**src/rtl/jk_mod_counter.sv**
```systemverilog
// rtl/jk_mod_counter.sv - WIDTH-bit modulo up/down/load counter built from JK cells
//
// Purpose:
//   Synchronous modulo counter (count range 0..MODULUS-1) whose state bits are
//   individual JK flip-flop cells. A vector next-state value is computed
//   combinationally and then translated into per-bit J/K drives.
//
// Optional feature:
//   JKCNT_SATURATE_EN - when defined, up at MODULUS-1 and down at 0 saturate
//   instead of wrapping; the wrap flag still records the event.
//
// Ports:
//   clk      in   1      rising-edge clock
//   rst      in   1      synchronous active-high reset (q=0, wrap=0)
//   en       in   1      count/load enable; low holds state
//   mode     in   2      00 hold, 01 up, 10 down, 11 load
//   load_val in   WIDTH  parallel load value (clamped to MODULUS-1)
//   q        out  WIDTH  counter state (registered)
//   tc       out  1      terminal count (combinational, for cascading)
//   wrap     out  1      sticky wrap/saturation flag (registered)

module jk_cell (
  input  logic clk,
  input  logic rst,
  input  logic j,
  input  logic k,
  output logic q
);

  logic r_q;

  always_ff @(posedge clk) begin
    if (rst) begin
      r_q <= 1'b0;
    end else begin
      r_q <= (j & ~r_q) | (~k & r_q);
    end
  end

  assign q = r_q;

endmodule

module jk_mod_counter #(
  parameter int WIDTH   = 4,
  parameter int MODULUS = 2 ** WIDTH
) (
  input  logic             clk,
  input  logic             rst,
  input  logic             en,
  input  logic [1:0]       mode,
  input  logic [WIDTH-1:0] load_val,
  output logic [WIDTH-1:0] q,
  output logic             tc,
  output logic             wrap
);

  localparam logic [1:0] MODE_HOLD = 2'b00;
  localparam logic [1:0] MODE_UP   = 2'b01;
  localparam logic [1:0] MODE_DN   = 2'b10;
  localparam logic [1:0] MODE_LOAD = 2'b11;

  // MODULUS may equal 2**WIDTH, which does not fit in WIDTH bits, so all
  // range checks are done against the largest legal state instead.
  localparam logic [WIDTH-1:0] MAX_VAL = WIDTH'(MODULUS - 1);
  localparam logic [WIDTH-1:0] ONE     = WIDTH'(1);

`ifdef JKCNT_SATURATE_EN
  localparam logic [WIDTH-1:0] UP_END_VAL = MAX_VAL;
  localparam logic [WIDTH-1:0] DN_END_VAL = '0;
`else
  localparam logic [WIDTH-1:0] UP_END_VAL = '0;
  localparam logic [WIDTH-1:0] DN_END_VAL = MAX_VAL;
`endif

  logic [WIDTH-1:0] w_q;
  logic [WIDTH-1:0] w_q_eff;
  logic [WIDTH-1:0] w_next;
  logic [WIDTH-1:0] w_j;
  logic [WIDTH-1:0] w_k;
  logic             w_wrap_next;
  logic             r_wrap;

  always_comb begin
    w_next      = w_q;
    w_wrap_next = r_wrap;
    // An out-of-range state counts as MAX_VAL so up/down always land in range.
    w_q_eff     = (w_q > MAX_VAL) ? MAX_VAL : w_q;
    if (en) begin
      case (mode)
        MODE_UP: begin
          if (w_q_eff == MAX_VAL) begin
            w_next      = UP_END_VAL;
            w_wrap_next = 1'b1;
          end else begin
            w_next = w_q_eff + ONE;
          end
        end
        MODE_DN: begin
          if (w_q_eff == '0) begin
            w_next      = DN_END_VAL;
            w_wrap_next = 1'b1;
          end else begin
            w_next = w_q_eff - ONE;
          end
        end
        MODE_LOAD: begin
          // load_val is only looked at here, so it cannot disturb other modes.
          w_next      = (load_val > MAX_VAL) ? MAX_VAL : load_val;
          w_wrap_next = 1'b0;
        end
        MODE_HOLD: begin
          w_next = w_q;
        end
        default: begin
          w_next = w_q;
        end
      endcase
    end
  end

  // Set only bits that must rise, reset only bits that must fall.
  assign w_j = ~w_q & w_next;
  assign w_k = w_q & ~w_next;

  genvar gi;
  generate
    for (gi = 0; gi < WIDTH; gi++) begin : g_cell
      jk_cell u_cell (
        .clk (clk),
        .rst (rst),
        .j   (w_j[gi]),
        .k   (w_k[gi]),
        .q   (w_q[gi])
      );
    end
  endgenerate

  always_ff @(posedge clk) begin
    if (rst) begin
      r_wrap <= 1'b0;
    end else begin
      r_wrap <= w_wrap_next;
    end
  end

  assign q    = w_q;
  assign wrap = r_wrap;
  assign tc   = en & (((mode == MODE_UP) & (w_q == MAX_VAL)) |
                      ((mode == MODE_DN) & (w_q == '0)));

endmodule

```
**config.mk**
```make
export PLATFORM = sky130hd
export DESIGN_NAME = jk_mod_counter
export DESIGN_NICKNAME = d
export VERILOG_FILES = /design/src/rtl/jk_mod_counter.sv
export SDC_FILE = /design/constraint.sdc
export NUM_CORES = 1
export LEC_CHECK = 0
export ABC_CLOCK_PERIOD_IN_PS = 4050
export CORE_UTILIZATION = 25
export DETAILED_ROUTE_END_ITERATION = 6
export GPL_ROUTABILITY_DRIVEN = 0
export PLACE_DENSITY = 0.46
export SLEW_MARGIN = 0
export SYNTH_ARGS = -nofsm -noshare
export SYNTH_HDL_FRONTEND = slang
export SYNTH_SLANG_ARGS = --single-unit
```
**constraint.sdc**
```tcl
create_clock -name clk -period 4.05 [get_ports clk]
set_clock_uncertainty 0.2 [all_clocks]
set_input_delay 0.6075 -clock clk [delete_from_list [all_inputs] [get_ports clk]]
set_output_delay 0.6075 -clock clk [all_outputs]
set_load 0.05 [all_outputs]
```
==> results.txt, run 1 <==
CTS buffer count -> 3
WP depth -> 6
Sw Share -> 36.0%
Final Max Slew Viols -> 0
RSZ-0062 raised after global routing -> false
clk sinks -> 5
placed wire-length estimate -> 804 microns
Int Pwr -> 0.124 mW
Max Root-Sink Buffers -> 2
initial antenna violation count -> 0
setup total negative slack -> 0 ps
VDD IR max -> 0.000101 V
CP endpoint kind -> primary output
row count -> 15
most common cell after layout, fill and taps aside -> clkdlybuf4s50_1
most frequent cells in the layout -> 14 x clkdlybuf4s50_1, 5 x nor2_1, 5 x dfxtp_1, 4 x inv_1, 4 x nand3_1
data required time of the worst path -> 3240 ps
die area -> 2150 sq um
Tot Pwr -> 0.193 mW
CP Buf/Inv Count -> 3
start point of the worst hold path -> wrap
flops & latches, synth -> 5
Worst-path clk slew -> 50 ps
crit-path max FO -> 17
CP Launch Type -> primary input
Via Count -> 460
max capacitance violation total -> 0
clock insertion delay at the later pin of the skew report -> 240 ps
delay-heaviest family, CP -> buffers and inverters
final critical-path share of the clock period -> 80.9%
CP peak stage delay -> 800 ps
Post-Syn Instances -> 62
worst hold path class -> reg2reg
Max Clock Freq -> 0.305 GHz
slowest library cell on the worst path -> clkdlybuf4s50_1
Tightest Pin Transition -> 493 ps
ant diodes -> 0
Via density -> 4.74
DRT iter0 DRCs -> 3
DRT Wirelength -> 1.07 mm
DRT antenna net count -> 0
syn_nets -> 73
drt first pass iters -> 3
Lkg Pwr -> 0.215 nW
total core area -> 1780 sq um
vias in the first global route -> 419
cell area after synthesis -> 493 sq um
Die Span X -> 46.4 microns
WL/cell -> 11.0 microns
global route overflow -> 0
Die Ht -> 46.4 microns
worst rel slew slack -> 67.0%
first-pass GRT wire length -> 1.76 mm
Initial Utilization -> 27.6%
postcts setup bufs -> 0
R2R depth -> 6
Seq/Total Area, Yosys -> 20.3%
power density cells -> 313 nW/um^2
Distinct cells, synth -> 32
CTS root buffer -> clkbuf_4
Synth top area share -> 20.3%
Flop pwr share -> 32.0%
CTS tree -> built
CP dominant cell by count -> clkdlybuf4s50_1
synthesized area per cell -> 7.95 sq um
Reg2Reg Setup Slack -> 2320 ps
# fillers -> 197
GR Util All Layers -> 11.5%
CTS resizes -> 0
Area growth, synth to finish -> 24.9%
crit path DAT -> 2470 ps
H-tree Lvls -> 1
IO Count -> 15
Synth Warn # -> 0
nets@finish -> 84
worst hold path depth -> 2
largest net degree at the start of global routing -> 18
logic gate share of total power -> 37.5%
# setup viols final -> 0
Worst Hold Path EP -> wrap
outcome -> finished clean
hold_buf cts -> 0
Clock Power Share -> 30.4%
share of cells above drive strength 1 -> 9.72%
worst path cell trace -> clkdlybuf4s50_1, buf_4, nand3b_1, o22a_1, nor2_1, clkdlybuf4s50_1
Post-Place Setup Slack -> 771 ps
# port buffers -> 14
critical path class -> in2out
Residual DRC -> 0
Fin. Hold Viols -> 0
area leader, netlist -> dfxtp_1
final core occ -> 34.5%
fin crit period -> 3280 ps
Area contributors post-synth -> dfxtp_1 20%, buf_6 11%, buf_4 6.1%, a311oi_1 5.3%, ha_1 5.1%
setup ws final -> 774 ps
NetSw -> 0.0694 mW
## per-layer routing
metal  global-route usage, %  up-vias  wire (microns)
li1                        -      241               -
met4                    3.53        0               0
met1                    16.1      207             523
met2                    16.7       12             502
met3                    3.53        0              43
met5                       0        -               0
## worst min-delay path: stages, from the launching register on
cell and delay (ps):
dfxtp_1 310, a31oi_1 140, a311oi_1 50
## how the worst max path moves through the flow
stage	to	slack, ps	startpoint
6_report	tc	770	mode[0]
2_1_floorplan	tc	1590	mode[0]
3_5_place_dp	tc	770	mode[0]
4_1_cts	tc	770	mode[0]
5_1_grt	tc	690	mode[0]
3_3_place_gp	tc	780	mode[0]
## power by group through the flow
stage          registers (mW)  logic [mW]  clock network [mW]
2_1_floorplan          0.0608      0.0598                   0
3_3_place_gp           0.0626      0.0735                   0
3_5_place_dp           0.0626      0.0724                   0
4_1_cts                0.0617      0.0727              0.0616
5_1_grt                0.0629      0.0784              0.0664
6_report               0.0618      0.0724              0.0587
## area by class of cell
| cell class | instances | area (sq um) | share of cell area, % |
|---|---|---|---|
| clock buffers | 4 | 26.3 | 4.27 |
| repair buffers | 16 | 155 | 25.2 |
| flip-flops and latches | 5 | 100 | 16.3 |
| multi-input cells | 43 | 288 | 46.7 |
| well taps | 25 | 31.3 | 5.08 |
| inverters | 4 | 15.0 | 2.44 |
## stage by stage
step                      instances  cell area (sq um)  hold slack (ps)
final                            97                616              361
after global routing             97                616              395
after detailed placement         93                589              343
after floorplan                  62                493              292
after CTS                        97                616              356
after global placement           93                589              338
## synth_stat cells
library cell  number
o21ai_0            3
o21a_1             1
a32oi_1            1
nor2_1             5
a31oi_1            2
dfxtp_1            5
nor2_2             1
a311oi_1           3
a21o_2             1
a211o_1            1
buf_4              4
o211ai_1           1
buf_6              5
a31o_1             1
nor3b_1            1
nor2b_1            1
xor2_1             1
a21oi_1            1
o221ai_1           1
inv_1              4
nand2_1            2
nand3b_1           2
nand3_1            4
nor3_1             1
a211oi_1           1
o22a_1             1
a22o_1             1
ha_1               2
clkbuf_1           1
nand2b_1           1
o21ai_1            2
xnor2_1            1
## cell families (layout without fill, tap and decap cells)
group | Yosys count | in the layout | synth area share [%]
xor gates and xnor gates | 2 | 2 | 3.55
DFF | 5 | 5 | 20.3
adders and majority gates | 2 | 2 | 5.08
AOI/OAI and AO/OA | 21 | 21 | 31.0
buffers and inverters | 14 | 24 | 21.3
and+or+nand+nor | 18 | 18 | 18.8
(Power assumes the default switching activity.)
==> inputs of run 2 (changes only) <==
--- a/config.mk
+++ b/config.mk
@@ -5,11 +5,11 @@
 export SDC_FILE = /design/constraint.sdc
 export NUM_CORES = 1
 export LEC_CHECK = 0
-export ABC_CLOCK_PERIOD_IN_PS = 4050
+export ABC_CLOCK_PERIOD_IN_PS = 3000
 export CORE_UTILIZATION = 25
 export DETAILED_ROUTE_END_ITERATION = 6
 export GPL_ROUTABILITY_DRIVEN = 0
-export PLACE_DENSITY = 0.46
+export PLACE_DENSITY = 0.48
 export SLEW_MARGIN = 0
 export SYNTH_ARGS = -nofsm -noshare
 export SYNTH_HDL_FRONTEND = slang
==> constraint.sdc (replaced) <==
create_clock -name clk -period 3 [get_ports clk]
set_clock_uncertainty 0.2 [all_clocks]
set_input_delay 0.45 -clock clk [delete_from_list [all_inputs] [get_ports clk]]
set_output_delay 0.45 -clock clk [all_outputs]
set_load 0.05 [all_outputs]
==> results.txt, run 2 (synthesis results as in run 1) <==
logic gate share of total power -> 38.4%
clk sinks -> 5
Multi-input gate area -> 288 sq um
final critical-path share of the clock period -> 77.2%
placed wire-length estimate -> 792 microns
initial antenna violation count -> 0
VDD IR max -> 0.000306 V
largest net degree at the start of global routing -> 17
DRT iter0 DRCs -> 6
critical path class -> in2out
R2R depth -> 6
most frequent cells in the layout -> 13 x clkdlybuf4s50_1, 5 x nor2_1, 5 x dfxtp_1, 4 x inv_1, 4 x nand3_1
CTS tree -> built
Via density -> 4.87
hold_buf cts -> 0
vias in the first global route -> 416
nets@finish -> 84
Die Span X -> 46.4 microns
crit path DAT -> 1670 ps
most common cell after layout, fill and taps aside -> clkdlybuf4s50_1
Lkg Pwr -> 0.220 nW
CP endpoint kind -> primary output
Tightest Pin Transition -> 494 ps
Clock Power Share -> 29.6%
worst rel slew slack -> 67.0%
Via Count -> 472
crit-path max FO -> 4
global route overflow -> 0
CTS root buffer -> clkbuf_4
power density cells -> 414 nW/um^2
ant diodes -> 0
clock insertion delay at the later pin of the skew report -> 240 ps
CP peak stage delay -> 450 ps
DRT Wirelength -> 1.05 mm
Final Max Slew Viols -> 0
H-tree Lvls -> 1
# fillers -> 194
Int Pwr -> 0.168 mW
CTS buffer count -> 3
# port buffers -> 14
Worst Setup EP -> tc
fin crit period -> 2320 ps
final non-filler cell total -> 97
DRT antenna net count -> 0
Cells after DPL -> 93
setup total negative slack -> 0 ps
register area -> 100 sq um
Reg2Reg Setup Slack -> 1290 ps
worst path cell trace -> clkdlybuf4s50_1, nand3b_1, o22a_1, nor2_1, buf_12
CP Launch Type -> primary input
Die Ht -> 46.4 microns
Worst-path clk slew -> 40 ps
final core occ -> 35.1%
slowest library cell on the worst path -> clkdlybuf4s50_1
Sw Share -> 35.1%
WL/cell -> 10.8 microns
Fin. Hold Viols -> 0
max capacitance violation total -> 0
Setup crit start -> mode[1]
Flop pwr share -> 32.0%
# setup viols final -> 0
CTS resizes -> 0
GR Util All Layers -> 12.2%
row count -> 15
first-pass GRT wire length -> 1.84 mm
postcts setup bufs -> 0
Area growth, synth to finish -> 26.9%
share of cells above drive strength 1 -> 11.1%
IO Count -> 15
die area -> 2150 sq um
Max Clock Freq -> 0.432 GHz
data required time of the worst path -> 2350 ps
total core area -> 1780 sq um
worst hold path class -> reg2reg
Residual DRC -> 0
Max Root-Sink Buffers -> 2
outcome -> finished clean
Initial Utilization -> 27.6%
RSZ-0062 raised after global routing -> false
drt first pass iters -> 4
NetSw -> 0.0909 mW
-- run 2: cell count changes in the layout (fill, tap and decap cells not counted) --
| cell | delta |
|---|---|
| buf_12 | +1 |
| clkdlybuf4s50_1 | -1 |
-- run 2: how the worst min path moves through the flow --
stage / start / endpoint / slack, ps / depth (start not counted)
final: wrap / wrap / 350 / 2
after global routing: wrap / wrap / 390 / 2
after CTS: wrap / wrap / 350 / 2
after detailed placement: wrap / wrap / 340 / 2
after global placement: wrap / wrap / 350 / 2
after floorplan: flip-flop / flip-flop / 290 / 2
-- run 2: final cells by class --
cell class,instances,area share (%)
Multi-Input combinational cell,43,46.0
Timing Repair Buffer,16,26.4
Sequential cell,5,16.0
Tap cell,25,5.00
Clock buffer,4,4.20
Inverter,4,2.40
-- run 2: per-layer routing --
metal | vias up | GRT usage (%) | routed length (microns)
met1 | 215 | 16.6 | 528
met2 | 16 | 17.5 | 466
met3 | 0 | 5.88 | 55
li1 | 241 | - | -
met4 | 0 | 1.76 | 0
met5 | - | 0 | 0
-- run 2: through the flow --
stage,setup slack (ps),hold slack [ps],area [sq um],power [mW]
after CTS,683,353,626,0.262
after detailed placement,689,340,599,0.183
after global routing,579,387,626,0.280
after global placement,712,348,599,0.185
after floorplan,810,292,493,0.163
final,685,351,626,0.259
-- run 2: worst max-delay path, delay by kind of cell --
kind / cells / cell delay, ps
buffers and inverters: 2 / 620
AND/OR/NAND/NOR: 2 / 370
AO/OA/AOI/OAI: 1 / 220
-- run 2: power groups by stage --
stage	clock network, mW	registers [mW]	logic, mW
CTS	0.0796	0.0829	0.0998
detailed placement	0	0.0840	0.0992
global placement	0	0.0846	0.101
finish	0.0766	0.0829	0.0993
global route	0.0866	0.0845	0.109
floorplan	0	0.0821	0.0807
==> inputs of run 3 (changes only) <==
--- a/config.mk
+++ b/config.mk
@@ -5,7 +5,7 @@
 export SDC_FILE = /design/constraint.sdc
 export NUM_CORES = 1
 export LEC_CHECK = 0
-export ABC_CLOCK_PERIOD_IN_PS = 3000
+export ABC_CLOCK_PERIOD_IN_PS = 2020
 export CORE_UTILIZATION = 25
 export DETAILED_ROUTE_END_ITERATION = 6
 export GPL_ROUTABILITY_DRIVEN = 0
==> constraint.sdc (replaced) <==
create_clock -name clk -period 2.02 [get_ports clk]
set_clock_uncertainty 0.2 [all_clocks]
set_input_delay 0.303 -clock clk [delete_from_list [all_inputs] [get_ports clk]]
set_output_delay 0.303 -clock clk [all_outputs]
set_load 0.05 [all_outputs]
==> results.txt, run 3 (synthesis results as in run 1) <==
clk sinks -> 5
H-tree Lvls -> 1
worst path cell trace -> clkdlybuf4s50_1, nand3b_1, o22a_1, nor2_2, buf_12
largest net degree at the start of global routing -> 17
vias in the first global route -> 446
most common cell after layout, fill and taps aside -> clkdlybuf4s50_1
critical path class -> in2out
GR Util All Layers -> 12.7%
first-pass GRT wire length -> 1.94 mm
Int Pwr -> 0.256 mW
Residual DRC -> 0
Die Ht -> 46.4 microns
logic gate share of total power -> 39.1%
# setup viols final -> 0
hold_buf cts -> 0
CTS buffer count -> 3
final critical-path share of the clock period -> 97.0%
Multi-input gate area -> 315 sq um
data required time of the worst path -> 1520 ps
# fillers -> 194
power density cells -> 600 nW/um^2
R2R depth -> 6
NetSw -> 0.144 mW
final core occ -> 37.3%
DRT iter0 DRCs -> 12
ant diodes -> 0
worst rel slew slack -> 67.0%
DRT antenna net count -> 0
Max Clock Freq -> 0.510 GHz
crit-path max FO -> 3
outcome -> finished clean
max capacitance violation total -> 0
drt first pass iters -> 2
Tightest Pin Transition -> 493 ps
# port buffers -> 14
CP peak stage delay -> 430 ps
Reg2Reg Setup Slack -> 470 ps
Final Max Slew Viols -> 0
Max Root-Sink Buffers -> 2
Flop pwr share -> 31.8%
share of cells above drive strength 1 -> 31.1%
slowest library cell on the worst path -> clkdlybuf4s50_1
DRT Wirelength -> 1.16 mm
VDD IR max -> 0.000362 V
global route overflow -> 0
CP endpoint kind -> primary output
initial antenna violation count -> 0
Clock Power Share -> 29.2%
worst hold path depth -> 2
IO Count -> 15
placed wire-length estimate -> 839 microns
crit path DAT -> 1460 ps
Die Span X -> 46.4 microns
CTS tree -> built
CTS root buffer -> clkbuf_4
Via density -> 4.84
Worst-path clk slew -> 40 ps
most frequent cells in the layout -> 9 x clkdlybuf4s50_1, 8 x buf_4, 4 x nand3_1, 4 x nor2_1
CP Launch Type -> primary input
clock insertion delay at the later pin of the skew report -> 240 ps
Lkg Pwr -> 0.235 nW
Tot Pwr -> 0.399 mW
total core area -> 1780 sq um
Sw Share -> 36.0%
Initial Utilization -> 27.6%
nets@finish -> 86
Via Count -> 479
Area growth, synth to finish -> 35.0%
WL/cell -> 11.7 microns
worst hold path class -> reg2reg
Fin. Hold Viols -> 0
register area -> 108 sq um
die area -> 2150 sq um
fin crit period -> 1960 ps
row count -> 15
## run 3: cell types whose count changed in the layout (fill, tap and decap cells not counted)
cell / change
dfxtp_1: -4
dfxtp_4: +1
inv_2: +2
nor2_1: -1
dfxtp_2: +3
clkdlybuf4s50_1: -4
ha_1: -2
buf_4: +6
inv_1: -2
nor2_2: +1
ha_4: +2
## run 3: worst max-delay path by stage
stage	from	to	slack, ps	cells after the start
after floorplan	flip-flop	tc	200	4
after global placement	mode[1]	tc	100	5
after detailed placement	mode[1]	tc	80	5
after CTS	flip-flop	tc	2	6
after global routing	mode[1]	tc	-2	5
final	mode[1]	tc	60	5
## run 3: critical path: cells and delay by family
| kind | cells | cell delay [ps] |
|---|---|---|
| AOI/OAI and AO/OA | 1 | 230 |
| buffers and inverters | 2 | 580 |
| and+or+nand+nor | 2 | 340 |
## run 3: per-layer routing
metal / GRT usage, % / up-vias / share of wire, %
met2: 17.2 / 13 / 43
met1: 18.1 / 218 / 51
met4: 2.35 / 0 / 0
met3: 5.88 / 0 / 6.1
met5: 0 / - / 0
li1: - / 248 / -
## run 3: power by group through the flow
stage	clock network, mW	registers [mW]	logic [mW]
floorplan	0	0.122	0.120
global placement	0	0.126	0.149
detailed placement	0	0.125	0.147
CTS	0.121	0.124	0.149
global route	0.128	0.129	0.170
finish	0.117	0.127	0.156
## run 3: stage by stage
step / setup slack, ps / hold slack (ps) / std cells / cell area [sq um] / setup TNS (ps)
6_report: 60.4 / 345 / 99 / 666 / 0
5_1_grt: -1.73 / 374 / 99 / 666 / -1.73
4_1_cts: 2.31 / 351 / 98 / 629 / 0
3_5_place_dp: 83.5 / 332 / 94 / 599 / 0
3_3_place_gp: 101 / 360 / 94 / 599 / 0
2_1_floorplan: 196 / 172 / 62 / 495 / 0
## run 3: final cells by class
type	instances	area share (%)
multi-input cells	43	47.4
flip-flops and latches	5	16.2
repair buffers	18	25.6
inverters	4	2.26
well taps	25	4.70
clock buffers	4	3.95
## run 3: what timing repair did
action                     CTS  global route
gates resized for setup      2             9
setup buffers                0             1
pin swaps                    0             3
setup endpoints to repair    1             1
hold endpoints to repair     0             0
